[src/rtl/hazard_ctrl_pkg.sv]
// Shared definitions for the 5-stage pipeline scheduler: op widths, load encodings,
// multi-cycle FSM states, hazard priority levels and the stage-control bundle.
package hazard_ctrl_pkg;

    localparam int OP_WIDTH   = 7;
    localparam int LOAD_WIDTH = 3;
    localparam int ALU_WIDTH  = 4;

    localparam logic [LOAD_WIDTH-1:0] LD_NONE = 3'd0;
    localparam logic [LOAD_WIDTH-1:0] LD_LB   = 3'd1;
    localparam logic [LOAD_WIDTH-1:0] LD_LH   = 3'd2;
    localparam logic [LOAD_WIDTH-1:0] LD_LW   = 3'd3;
    localparam logic [LOAD_WIDTH-1:0] LD_LBU  = 3'd4;
    localparam logic [LOAD_WIDTH-1:0] LD_LHU  = 3'd5;

    typedef enum logic {
        MC_IDLE = 1'b0,
        MC_BUSY = 1'b1
    } mc_state_t;

    // Winning hazard for the current cycle, highest priority last.
    typedef enum logic [2:0] {
        HZ_NONE,
        HZ_LOADUSE,
        HZ_MISPREDICT,
        HZ_MCWAIT,
        HZ_MEMWAIT,
        HZ_RESET
    } hz_level_t;

    typedef struct packed {
        logic f_stall;
        logic f_bubble;
        logic d_stall;
        logic d_bubble;
        logic e_stall;
        logic m_stall;
        logic m_bubble;
        logic w_bubble;
    } hz_ctrl_t;

    function automatic hz_ctrl_t hz_decode(input hz_level_t lvl);
        hz_ctrl_t c;
        c = '0;
        case (lvl)
            HZ_RESET: begin
                c.f_bubble = 1'b1;
                c.d_bubble = 1'b1;
                c.m_bubble = 1'b1;
                c.w_bubble = 1'b1;
            end
            HZ_MEMWAIT: begin
                c.f_stall  = 1'b1;
                c.d_stall  = 1'b1;
                c.e_stall  = 1'b1;
                c.m_stall  = 1'b1;
                c.w_bubble = 1'b1;
            end
            HZ_MCWAIT: begin
                c.f_stall  = 1'b1;
                c.d_stall  = 1'b1;
                c.e_stall  = 1'b1;
                c.m_bubble = 1'b1;
            end
            HZ_MISPREDICT: begin
                c.f_bubble = 1'b1;
                c.d_bubble = 1'b1;
            end
            // Bubble wins over stall in decode_reg, so the load result can retire.
            HZ_LOADUSE: begin
                c.f_stall  = 1'b1;
                c.d_stall  = 1'b1;
                c.d_bubble = 1'b1;
            end
            default: c = '0;
        endcase
        return c;
    endfunction

endpackage

[src/rtl/hazard_ctrl_if.sv]
// Hazard inputs from the D/E/M stages and the stall/bubble controls returned to
// the inter-stage registers.
interface hazard_ctrl_if;

    logic [4:0]                              D_rs1_i;
    logic [4:0]                              D_rs2_i;
    logic                                    D_use_rs1_i;
    logic                                    D_use_rs2_i;
    logic [hazard_ctrl_pkg::LOAD_WIDTH-1:0]  DD_load_op_i;
    logic                                    DD_need_dstE_i;
    logic [4:0]                              DD_dstE_i;
    logic                                    E_mispredict_i;
    logic                                    E_mc_start_i;
    logic                                    E_mc_done_i;
    logic                                    M_mem_req_i;
    logic                                    M_mem_ready_i;

    logic F_stall_o;
    logic F_bubble_o;
    logic D_stall_o;
    logic D_bubble_o;
    logic E_stall_o;
    logic M_stall_o;
    logic M_bubble_o;
    logic W_bubble_o;

    modport master (
        output D_rs1_i, D_rs2_i, D_use_rs1_i, D_use_rs2_i,
        output DD_load_op_i, DD_need_dstE_i, DD_dstE_i,
        output E_mispredict_i, E_mc_start_i, E_mc_done_i,
        output M_mem_req_i, M_mem_ready_i,
        input  F_stall_o, F_bubble_o, D_stall_o, D_bubble_o,
        input  E_stall_o, M_stall_o, M_bubble_o, W_bubble_o
    );

    modport slave (
        input  D_rs1_i, D_rs2_i, D_use_rs1_i, D_use_rs2_i,
        input  DD_load_op_i, DD_need_dstE_i, DD_dstE_i,
        input  E_mispredict_i, E_mc_start_i, E_mc_done_i,
        input  M_mem_req_i, M_mem_ready_i,
        output F_stall_o, F_bubble_o, D_stall_o, D_bubble_o,
        output E_stall_o, M_stall_o, M_bubble_o, W_bubble_o
    );

endinterface

[src/rtl/hazard_perf_cnt.sv]
// Stall-cycle and mispredict-flush performance counters; both wrap silently.
module hazard_perf_cnt #(
    parameter int CNT_W = 32
) (
    input  logic             clk_i,
    input  logic             rst_n,
    input  logic             i_stall_inc,
    input  logic             i_flush_inc,
    output logic [CNT_W-1:0] o_stall_cnt,
    output logic [CNT_W-1:0] o_flush_cnt
);

    logic [CNT_W-1:0] r_stall_cnt;
    logic [CNT_W-1:0] r_flush_cnt;

    // NOTE: sequential state uses non-blocking assignments so every register
    // samples pre-edge values regardless of statement order.
    always_ff @(posedge clk_i) begin
        if (!rst_n) begin
            r_stall_cnt <= '0;
            r_flush_cnt <= '0;
        end else begin
            if (i_stall_inc) r_stall_cnt <= r_stall_cnt + 1'b1;
            if (i_flush_inc) r_flush_cnt <= r_flush_cnt + 1'b1;
        end
    end

    assign o_stall_cnt = r_stall_cnt;
    assign o_flush_cnt = r_flush_cnt;

endmodule

[src/rtl/hazard_ctrl.sv]
// Pipeline scheduler: prioritises memory wait, multi-cycle wait, mispredict and
// load-use hazards into same-cycle stage controls; tracks mul/div with a watchdog.
module hazard_ctrl
    import hazard_ctrl_pkg::*;
#(
    parameter int CNT_W      = 32,
    parameter int MC_TIMEOUT = 64,
    parameter int TO_W       = 7
) (
    input  logic             clk_i,
    input  logic             rst_n,
    hazard_ctrl_if.slave     hz,
    output logic             mc_busy_o,
    output logic             mc_err_o,
    output logic [CNT_W-1:0] stall_cnt_o,
    output logic [CNT_W-1:0] flush_cnt_o
);

    mc_state_t       r_state;
    logic [TO_W-1:0] r_wd;
    logic            r_err;
    logic            r_busy;

    logic            w_hit_rs1;
    logic            w_hit_rs2;
    logic            w_loaduse;
    logic            w_memwait;
    logic            w_mcwait;
    logic            w_mc_enter;
    logic [TO_W-1:0] w_wd_next;
    hz_level_t       w_level;
    hz_ctrl_t        w_ctl;

    assign w_hit_rs1 = hz.D_use_rs1_i && (hz.D_rs1_i == hz.DD_dstE_i);
    assign w_hit_rs2 = hz.D_use_rs2_i && (hz.D_rs2_i == hz.DD_dstE_i);
    assign w_loaduse = (hz.DD_load_op_i != LD_NONE) && hz.DD_need_dstE_i &&
                       (hz.DD_dstE_i != 5'd0) && (w_hit_rs1 || w_hit_rs2);

    assign w_memwait  = hz.M_mem_req_i && !hz.M_mem_ready_i;
    assign w_mc_enter = hz.E_mc_start_i && !hz.E_mc_done_i;
    assign w_mcwait   = (r_state == MC_BUSY) ? !hz.E_mc_done_i : w_mc_enter;

    // NOTE: default assigned first so every path drives w_level and no latch is inferred.
    always_comb begin
        w_level = HZ_NONE;
        if (!rst_n)                 w_level = HZ_RESET;
        else if (w_memwait)         w_level = HZ_MEMWAIT;
        else if (w_mcwait)          w_level = HZ_MCWAIT;
        else if (hz.E_mispredict_i) w_level = HZ_MISPREDICT;
        else if (w_loaduse)         w_level = HZ_LOADUSE;
    end

    assign w_ctl         = hz_decode(w_level);
    assign hz.F_stall_o  = w_ctl.f_stall;
    assign hz.F_bubble_o = w_ctl.f_bubble;
    assign hz.D_stall_o  = w_ctl.d_stall;
    assign hz.D_bubble_o = w_ctl.d_bubble;
    assign hz.E_stall_o  = w_ctl.e_stall;
    assign hz.M_stall_o  = w_ctl.m_stall;
    assign hz.M_bubble_o = w_ctl.m_bubble;
    assign hz.W_bubble_o = w_ctl.w_bubble;

    // Watchdog saturates so a hung op keeps the error asserted without wrapping.
    assign w_wd_next = (r_wd == TO_W'(MC_TIMEOUT)) ? r_wd : r_wd + 1'b1;

    always_ff @(posedge clk_i) begin
        if (!rst_n) begin
            r_state <= MC_IDLE;
            r_busy  <= 1'b0;
            r_wd    <= '0;
            r_err   <= 1'b0;
        end else begin
            case (r_state)
                MC_IDLE: begin
                    if (w_mc_enter && !w_memwait) begin
                        r_state <= MC_BUSY;
                        r_busy  <= 1'b1;
                        r_wd    <= '0;
                    end
                end
                MC_BUSY: begin
                    r_wd <= w_wd_next;
                    if (w_wd_next == TO_W'(MC_TIMEOUT)) r_err <= 1'b1;
                    // A memory wait freezes E, so the done result must be presented again.
                    if (hz.E_mc_done_i && !w_memwait) begin
                        r_state <= MC_IDLE;
                        r_busy  <= 1'b0;
                    end
                end
                default: begin
                    r_state <= MC_IDLE;
                    r_busy  <= 1'b0;
                end
            endcase
        end
    end

    assign mc_busy_o = r_busy;
    assign mc_err_o  = r_err;

    hazard_perf_cnt #(
        .CNT_W (CNT_W)
    ) u_perf_cnt (
        .clk_i       (clk_i),
        .rst_n       (rst_n),
        .i_stall_inc (hz.F_stall_o),
        .i_flush_inc (w_level == HZ_MISPREDICT),
        .o_stall_cnt (stall_cnt_o),
        .o_flush_cnt (flush_cnt_o)
    );

endmodule

[src/flat_wrapper.sv]
// flat-port wrapper written by rule: the top's interface ports become plain ports
module hazard_ctrl_flat import hazard_ctrl_pkg::*;
#(
    parameter int CNT_W      = 32,
    parameter int MC_TIMEOUT = 64,
    parameter int TO_W       = 7
)
  (clk_i, rst_n, mc_busy_o, mc_err_o, stall_cnt_o, flush_cnt_o, hz_D_rs1_i, hz_D_rs2_i, hz_D_use_rs1_i, hz_D_use_rs2_i, hz_DD_load_op_i, hz_DD_need_dstE_i, hz_DD_dstE_i, hz_E_mispredict_i, hz_E_mc_start_i, hz_E_mc_done_i, hz_M_mem_req_i, hz_M_mem_ready_i, hz_F_stall_o, hz_F_bubble_o, hz_D_stall_o, hz_D_bubble_o, hz_E_stall_o, hz_M_stall_o, hz_M_bubble_o, hz_W_bubble_o);
  hazard_ctrl_if hz_i ();
  input  logic clk_i;
  input  logic rst_n;
  output logic mc_busy_o;
  output logic mc_err_o;
  output logic [CNT_W-1:0] stall_cnt_o;
  output logic [CNT_W-1:0] flush_cnt_o;
  input wire logic [$bits(hz_i.D_rs1_i)-1:0] hz_D_rs1_i;
  input wire logic [$bits(hz_i.D_rs2_i)-1:0] hz_D_rs2_i;
  input wire logic [$bits(hz_i.D_use_rs1_i)-1:0] hz_D_use_rs1_i;
  input wire logic [$bits(hz_i.D_use_rs2_i)-1:0] hz_D_use_rs2_i;
  input wire logic [$bits(hz_i.DD_load_op_i)-1:0] hz_DD_load_op_i;
  input wire logic [$bits(hz_i.DD_need_dstE_i)-1:0] hz_DD_need_dstE_i;
  input wire logic [$bits(hz_i.DD_dstE_i)-1:0] hz_DD_dstE_i;
  input wire logic [$bits(hz_i.E_mispredict_i)-1:0] hz_E_mispredict_i;
  input wire logic [$bits(hz_i.E_mc_start_i)-1:0] hz_E_mc_start_i;
  input wire logic [$bits(hz_i.E_mc_done_i)-1:0] hz_E_mc_done_i;
  input wire logic [$bits(hz_i.M_mem_req_i)-1:0] hz_M_mem_req_i;
  input wire logic [$bits(hz_i.M_mem_ready_i)-1:0] hz_M_mem_ready_i;
  output wire logic [$bits(hz_i.F_stall_o)-1:0] hz_F_stall_o;
  output wire logic [$bits(hz_i.F_bubble_o)-1:0] hz_F_bubble_o;
  output wire logic [$bits(hz_i.D_stall_o)-1:0] hz_D_stall_o;
  output wire logic [$bits(hz_i.D_bubble_o)-1:0] hz_D_bubble_o;
  output wire logic [$bits(hz_i.E_stall_o)-1:0] hz_E_stall_o;
  output wire logic [$bits(hz_i.M_stall_o)-1:0] hz_M_stall_o;
  output wire logic [$bits(hz_i.M_bubble_o)-1:0] hz_M_bubble_o;
  output wire logic [$bits(hz_i.W_bubble_o)-1:0] hz_W_bubble_o;
  assign hz_i.D_rs1_i = hz_D_rs1_i;
  assign hz_i.D_rs2_i = hz_D_rs2_i;
  assign hz_i.D_use_rs1_i = hz_D_use_rs1_i;
  assign hz_i.D_use_rs2_i = hz_D_use_rs2_i;
  assign hz_i.DD_load_op_i = hz_DD_load_op_i;
  assign hz_i.DD_need_dstE_i = hz_DD_need_dstE_i;
  assign hz_i.DD_dstE_i = hz_DD_dstE_i;
  assign hz_i.E_mispredict_i = hz_E_mispredict_i;
  assign hz_i.E_mc_start_i = hz_E_mc_start_i;
  assign hz_i.E_mc_done_i = hz_E_mc_done_i;
  assign hz_i.M_mem_req_i = hz_M_mem_req_i;
  assign hz_i.M_mem_ready_i = hz_M_mem_ready_i;
  assign hz_F_stall_o = hz_i.F_stall_o;
  assign hz_F_bubble_o = hz_i.F_bubble_o;
  assign hz_D_stall_o = hz_i.D_stall_o;
  assign hz_D_bubble_o = hz_i.D_bubble_o;
  assign hz_E_stall_o = hz_i.E_stall_o;
  assign hz_M_stall_o = hz_i.M_stall_o;
  assign hz_M_bubble_o = hz_i.M_bubble_o;
  assign hz_W_bubble_o = hz_i.W_bubble_o;
  hazard_ctrl #(.CNT_W(CNT_W), .MC_TIMEOUT(MC_TIMEOUT), .TO_W(TO_W)) u_core (.clk_i(clk_i), .rst_n(rst_n), .hz(hz_i), .mc_busy_o(mc_busy_o), .mc_err_o(mc_err_o), .stall_cnt_o(stall_cnt_o), .flush_cnt_o(flush_cnt_o));
endmodule
[config.mk]
export PLATFORM = sky130hd
export DESIGN_NAME = hazard_ctrl_flat
export DESIGN_NICKNAME = d
export VERILOG_FILES = /design/src/rtl/hazard_ctrl_pkg.sv /design/src/rtl/hazard_ctrl_if.sv /design/src/rtl/hazard_perf_cnt.sv /design/src/rtl/hazard_ctrl.sv /design/src/flat_wrapper.sv
export SDC_FILE = /design/constraint.sdc
export NUM_CORES = 1
export LEC_CHECK = 0
export BUFFER_PORTS_ARGS = -buffer_cell sky130_fd_sc_hd__buf_2
export CORE_AREA = 8 8 75 142
export DETAILED_ROUTE_END_ITERATION = 10
export DIE_AREA = 0 0 83 150
export PLACE_DENSITY = 0.65
export SYNTH_ARGS = -nofsm -noshare
export SYNTH_HDL_FRONTEND = slang
export SYNTH_SLANG_ARGS = --single-unit
[constraint.sdc]
create_clock -name clk_i -period 3.8 [get_ports clk_i]
set_clock_uncertainty 0.2 [all_clocks]
set_input_delay 0.57 -clock clk_i [delete_from_list [all_inputs] [get_ports clk_i]]
set_output_delay 0.57 -clock clk_i [all_outputs]
set_load 0.01 [all_outputs]
==> Word-level counts from Yosys, hierarchy flattened <==
Cells that the tools add are included.
{ "totals": {"register_bits": 74, "input_bits": 28, "wordCells": 66} }
{ "classes": {"n_addsub": 3, "eq_ne": 11, "n_mux": 22, "bitwise": 1, "reduce_logical": 23} }
{ "ops": {"columns": ["op", "count"], "rows": [
  ["$add 32x1->32 const B", 2],
  ["$eq 7x7->1 const B", 2],
  ["$mux 7", 2],
  ["$pmux 7 s2", 1],
  ["$mux 1", 13],
  ["$mux 3", 4],
  ["$eq 5x5->1", 2],
  ["$logic_and 1x1->1", 9],
  ["$reduce_or 2->1", 4],
  ["$add 7x1->7 const B", 1],
  ["$eq 3x2->1 const B", 2],
  ["$eq 3x3->1 const B", 2],
  ["$reduce_or 3->1", 2],
  ["$reduce_bool 5->1", 1],
  ["$pmux 1 s2", 2],
  ["$reduce_and 2->1", 2],
  ["$eq 3x1->1 const B", 1],
  ["$logic_not 1->1", 3],
  ["$reduce_bool 3->1", 1],
  ["$ne 2x1->1 const B", 1],
  ["$ne 2x2->1 const B", 1],
  ["$logic_or 1x1->1", 1],
  ["$not 1->1", 1]
]} }

==> Logic depth before layout (Yosys ltp) <==
{ "depth": {"depth_word": 12, "depth_mapped": 8, "mapped_depth_nobuf": 7} }

==> By module <==
A second synthesis with hierarchy kept.
{ "unflattened": {"cells_unflattened": 457, "area_unflattened_um2": 3891.2} }
{ "by_module_without_submodules": {"columns": ["module", "n_inst", "cells_per_inst", "area_per_inst_um2"], "rows": [
  ["hazard_perf_cnt", 1, 351, 3061.7],
  ["hazard_ctrl", 1, 106, 829.5]
]} }

==> Worst setup path before layout <==
No wires, ideal clock.
{ "synth_path": {"path_type": "input to output", "startpoint": "input hz_DD_dstE_i[1]", "endpoint": "output hz_F_stall_o", "t_arrival_ns": 2.076, "slack_ns": 0.954, "cell_stages": 8, "cell_sequence": "or4_1 nor2_1 nor4b_4 a31oi_4 buf_4 buf_4 inv_1 buf_4"} }
{ "synth_via": {"elab_chain_len": 12, "word_cells_on_any_way": 18, "classes_between": "eq/ne (5); mux (6); reduce/logical (7)"} }
{ "synth_rtl": {"columns": ["item", "line", "source"], "rows": [
  ["from (decl)", "flat_wrapper.sv:22", "input wire logic [$bits(hz_i.DD_dstE_i)-1:0] hz_DD_dstE_i;"],
  ["$eq 5x5->1, on equally long branches", "hazard_ctrl.sv:34, hazard_ctrl.sv:35", null],
  ["$logic_and 1x1->1, on equally long branches", "hazard_ctrl.sv:34, hazard_ctrl.sv:35", null],
  ["$logic_or 1x1->1", "hazard_ctrl.sv:37", "(hz.DD_dstE_i != 5'd0) && (w_hit_rs1 || w_hit_rs2);"],
  ["$logic_and 1x1->1 *", "hazard_ctrl.sv:37", null],
  ["$mux 1 *", "hazard_ctrl.sv:50", "else if (w_loaduse) w_level = HZ_LOADUSE;"],
  ["$mux 3 *", "hazard_ctrl.sv:49", "else if (hz.E_mispredict_i) w_level = HZ_MISPREDICT;"],
  ["$mux 3 *", "hazard_ctrl.sv:48", "else if (w_mcwait) w_level = HZ_MCWAIT;"],
  ["$mux 3 *", "hazard_ctrl.sv:47", "else if (w_memwait) w_level = HZ_MEMWAIT;"],
  ["$mux 3 *", "hazard_ctrl.sv:46", "if (!rst_n) w_level = HZ_RESET;"],
  ["$eq 3x3->1 (tied with other cells)", null, null],
  ["$reduce_or 3->1 (no source line) *", null, null],
  ["$mux 1 *", null, null],
  ["to (decl)", "flat_wrapper.sv:28", "output wire logic [$bits(hz_i.F_stall_o)-1:0] hz_F_stall_o;"]
]} }
Mark *: on every way between the ends. The rest lies on a longest branch, timed or not.

==> Worst setup path in the final report <==
{ "layout_path": {"startpoint": "input hz_DD_dstE_i[1]", "endpoint": "output hz_D_stall_o"} }
{ "layout_via": {"elab_chain_len": 12, "word_cells_on_any_way": 18, "classes_between": "eq/ne (5); mux (6); reduce/logical (7)"} }
{ "layout_rtl": {"columns": ["item", "line", "source"], "rows": [
  ["$eq 5x5->1, on equally long branches", "hazard_ctrl.sv:34, hazard_ctrl.sv:35", null],
  ["$logic_and 1x1->1, on equally long branches", "hazard_ctrl.sv:34, hazard_ctrl.sv:35", null],
  ["$logic_or 1x1->1", "hazard_ctrl.sv:37", null],
  ["$logic_and 1x1->1 *", "hazard_ctrl.sv:37", null],
  ["$mux 1 *", "hazard_ctrl.sv:50", null],
  ["$mux 3 *", "hazard_ctrl.sv:49", null],
  ["$mux 3 *", "hazard_ctrl.sv:48", null],
  ["$mux 3 *", "hazard_ctrl.sv:47", null],
  ["$mux 3 *", "hazard_ctrl.sv:46", null],
  ["$eq 3x3->1 (tied with other cells)", "hazard_ctrl_pkg.sv:45", "case (lvl)"],
  ["$reduce_or 3->1 (no source line) *", null, null],
  ["$mux 1 *", "hazard_ctrl_pkg.sv:45", null],
  ["to (decl)", "flat_wrapper.sv:30", "output wire logic [$bits(hz_i.D_stall_o)-1:0] hz_D_stall_o;"]
]} }
Marked as above.

==> reports/results.ini <==
[yosys]
yosysSeqAreaShare_pct = 38.47
synthArstFlopShare_pct = 0
syn_avg_cell_area_um2 = 8.177
yosys.area.top_type = dfxtp_1
synthesis.area_um2 = 3851
synthFlopType = dfxtp_1
netlist_instances = 471
ys.warnings.count = 0
ys_seq_elements = 74
syn-num-nets = 503
synth_edf_count = 0
synth_top_cells_by_area = dfxtp_1, a21oi_1, xnor2_1
yosys.cell_types.count = 50
netlist.area_leader.share_pct = 38.47

[route]
routed.top_layer = met4
vias = 3880
drtIter0Drc = 150
route.met3.wl_um = 592
routed-wl-met2_um = 6004
finalWirelength_um = 11020
vias_per_cell = 5.791
drc = 0
drt-wirelength-per-cell_um = 16.45
first_pass_iters = 4
postRouteAntennaNets = 0
met1_length_um = 4158

[timing]
hold_slack_ns = 0.2724
drv_slew = 0
finalHoldViolCount = 0
fin_setup_tns_ns = 0
max-slew-margin-rel_pct = 53.46
rsz0062_at_grt = no
finalCritPeriodShare_pct = 72.67
fin_crit_ns = 2.761
finalSetupViolCount = 0
fmax_mhz = 362.1
worstMarginPinSlew_ns = 0.6982

[placement]
placedCellCount = 654
dpl.hpwl_um = 8329
placed_area_um2 = 4404
io_buffer_count = 101
place.gp.congestion = 0.8171

[setup_path]
path_delay_family = simple AND/OR/NAND/NOR gates
slowest_stage = or4_1
crit_type = primary input to output pin
startpoint_type = primary input
crit_chain = buf_2 > or4_1 > nor2_1 > nor4b_4 > a31oi_4 > inv_1 > buf_2
slowest_delay_ns = 0.53
cp.depth = 7
critical_path.endpoint_type = output pin
cp.arrival_ns = 1.99
critPathBufInv = 3
ff2ff_path_depth = 6
critPathMaxFanout = 8
crit_top_cell = buf_2
required_ns = 3.03

[floorplan]
coreArea_um2 = 8890
fp.dieW_um = 83
dieArea_um2 = 12450
pin_count = 102
rows = 49
die_h_um = 150
initial_core_util_pct = 43.32

[cts]
root_buffer = clkbuf_16
cts_tree = built
cts_num_sinks = 74
clkTransAtPathRegs_ns = 0.05
clk_latency_ns = 0.33
htreeDepth = 3
clock_path_buffers = 2
numCtsBuffers = 9
postCtsHoldBufs = 0
post_cts_resized = 0
cts_setup_buffers = 0

[global_route]
grt_start_max_net_pins = 65
track_usage_pct = 17.42
grt_pass1_wl_um = 18280
grt_remaining_overflow = 0
antenna_found_initial = 0
grt_pass1_vias = 3812

[final_layout]
layout_commonest_cell = buf_2
areaGrowthSynthToFinish_pct = 23.52
layout-drive-gt1-share_pct = 23.42
final_cell_mix = buf_2, dfxtp_1, a21oi_1, nor2_1, nand2_1
fin_area_um2 = 4757
fin_nets = 595
post-route-util_pct = 53.51
n_antenna_cell = 0
fin_cells = 670

[power]
power-per-cell-area_nw_per_um2 = 402.9
leakagePower_nw = 1.896
ir_drop_mv = 0.3348

[run]
cap_violations = 0

[run_status]
outcome = completed

[min_path]
whs_path_depth = 2
hp-class = flip-flop to flip-flop

[worst min-delay path, delay by kind of cell (launching register included)]
| family | cells | cell delay (ns) |
|---|---|---|
| AND/OR/NAND/NOR | 1 | 0.07 |
| flip-flops | 1 | 0.32 |
| AO/OA/AOI/OAI | 1 | 0.05 |
[metrics by stage]
step	total power, W	setup WS [ns]
6_report	0.001917	1.039
5_1_grt	0.001982	0.9373
4_1_cts	0.001938	1.025
3_5_place_dp	0.0009353	1.021
3_3_place_gp	0.0009317	1.047
2_1_floorplan	0.0008880	0.9535
[sequential cells by signal (all words and copies together), names as in the netlist]
signal                         cells
u_core.u_perf_cnt.o_flush_cnt     32
u_core.u_perf_cnt.o_stall_cnt     32
u_core.r_wd                        7
u_core.mc_busy_o                   1
u_core.mc_err_o                    1
u_core.r_state                     1
[cell usage after synthesis (2+ instances only)]
cell / count
a22oi_1: 2
or3_1: 20
and3_1: 8
clkbuf_1: 12
ha_1: 4
xnor2_1: 21
and4_1: 10
a31oi_1: 2
nand2_1: 35
nor3_1: 9
and2_1: 6
o31ai_1: 16
nand3b_1: 2
o21ai_0: 27
or4_1: 17
buf_2: 7
o21a_1: 3
inv_1: 12
buf_4: 4
a21oi_1: 47
nand4_1: 19
nand3_1: 28
xor2_1: 16
dfxtp_1: 74
nor2_1: 44
o31a_1: 2
[worst paths after layout]
kind | slack (ns) | start | endpoint
setup / recovery | 1.04 | hz_DD_dstE_i[1] | hz_D_stall_o
hold / removal | 0.27 | u_core.mc_err_o$_SDFFE_PN0P_ | u_core.mc_err_o$_SDFFE_PN0P_
setup reg to reg | 1.30 | u_core.u_perf_cnt.o_stall_cnt[2]$_SDFFE_PN0P_ | u_core.u_perf_cnt.o_stall_cnt[26]$_SDFFE_PN0P_
hold reg to reg | 0.27 | u_core.mc_err_o$_SDFFE_PN0P_ | u_core.mc_err_o$_SDFFE_PN0P_
[power breakdown]
part           internal (W)  leakage (nW)  switching [W]
Combinational     0.0000456          1.12      0.0000789
Sequential         0.000782         0.597      0.0000111
Clock              0.000675         0.176       0.000324
[layer usage]
layer | track usage [%] | vias up
met5 | 0 | -
met4 | 8.761 | 0
met3 | 4.796 | 18
met2 | 32.42 | 102
met1 | 17.06 | 1859
li1 | - | 1901
[cell type report]
class                      count  area (µm²)
fill                         845        4133
multi-input combinational    360        2211
sequential                    74        1481
timing repair buffer         105       535.5
clock buffer                  11       252.7
tap                          102       127.6
clock inverter                 5       100.1
inverter                      13       48.80
[logic make-up after synthesis]
logic type	synth area share (%)
compound gates	16.80
fa+ha+maj	1.300
mux	0.2599
xor+xnor	8.415
simple gates	30.54
flops	38.47
buf+inv	4.223
No activity file was read; power rests on OpenSTA's default activity.
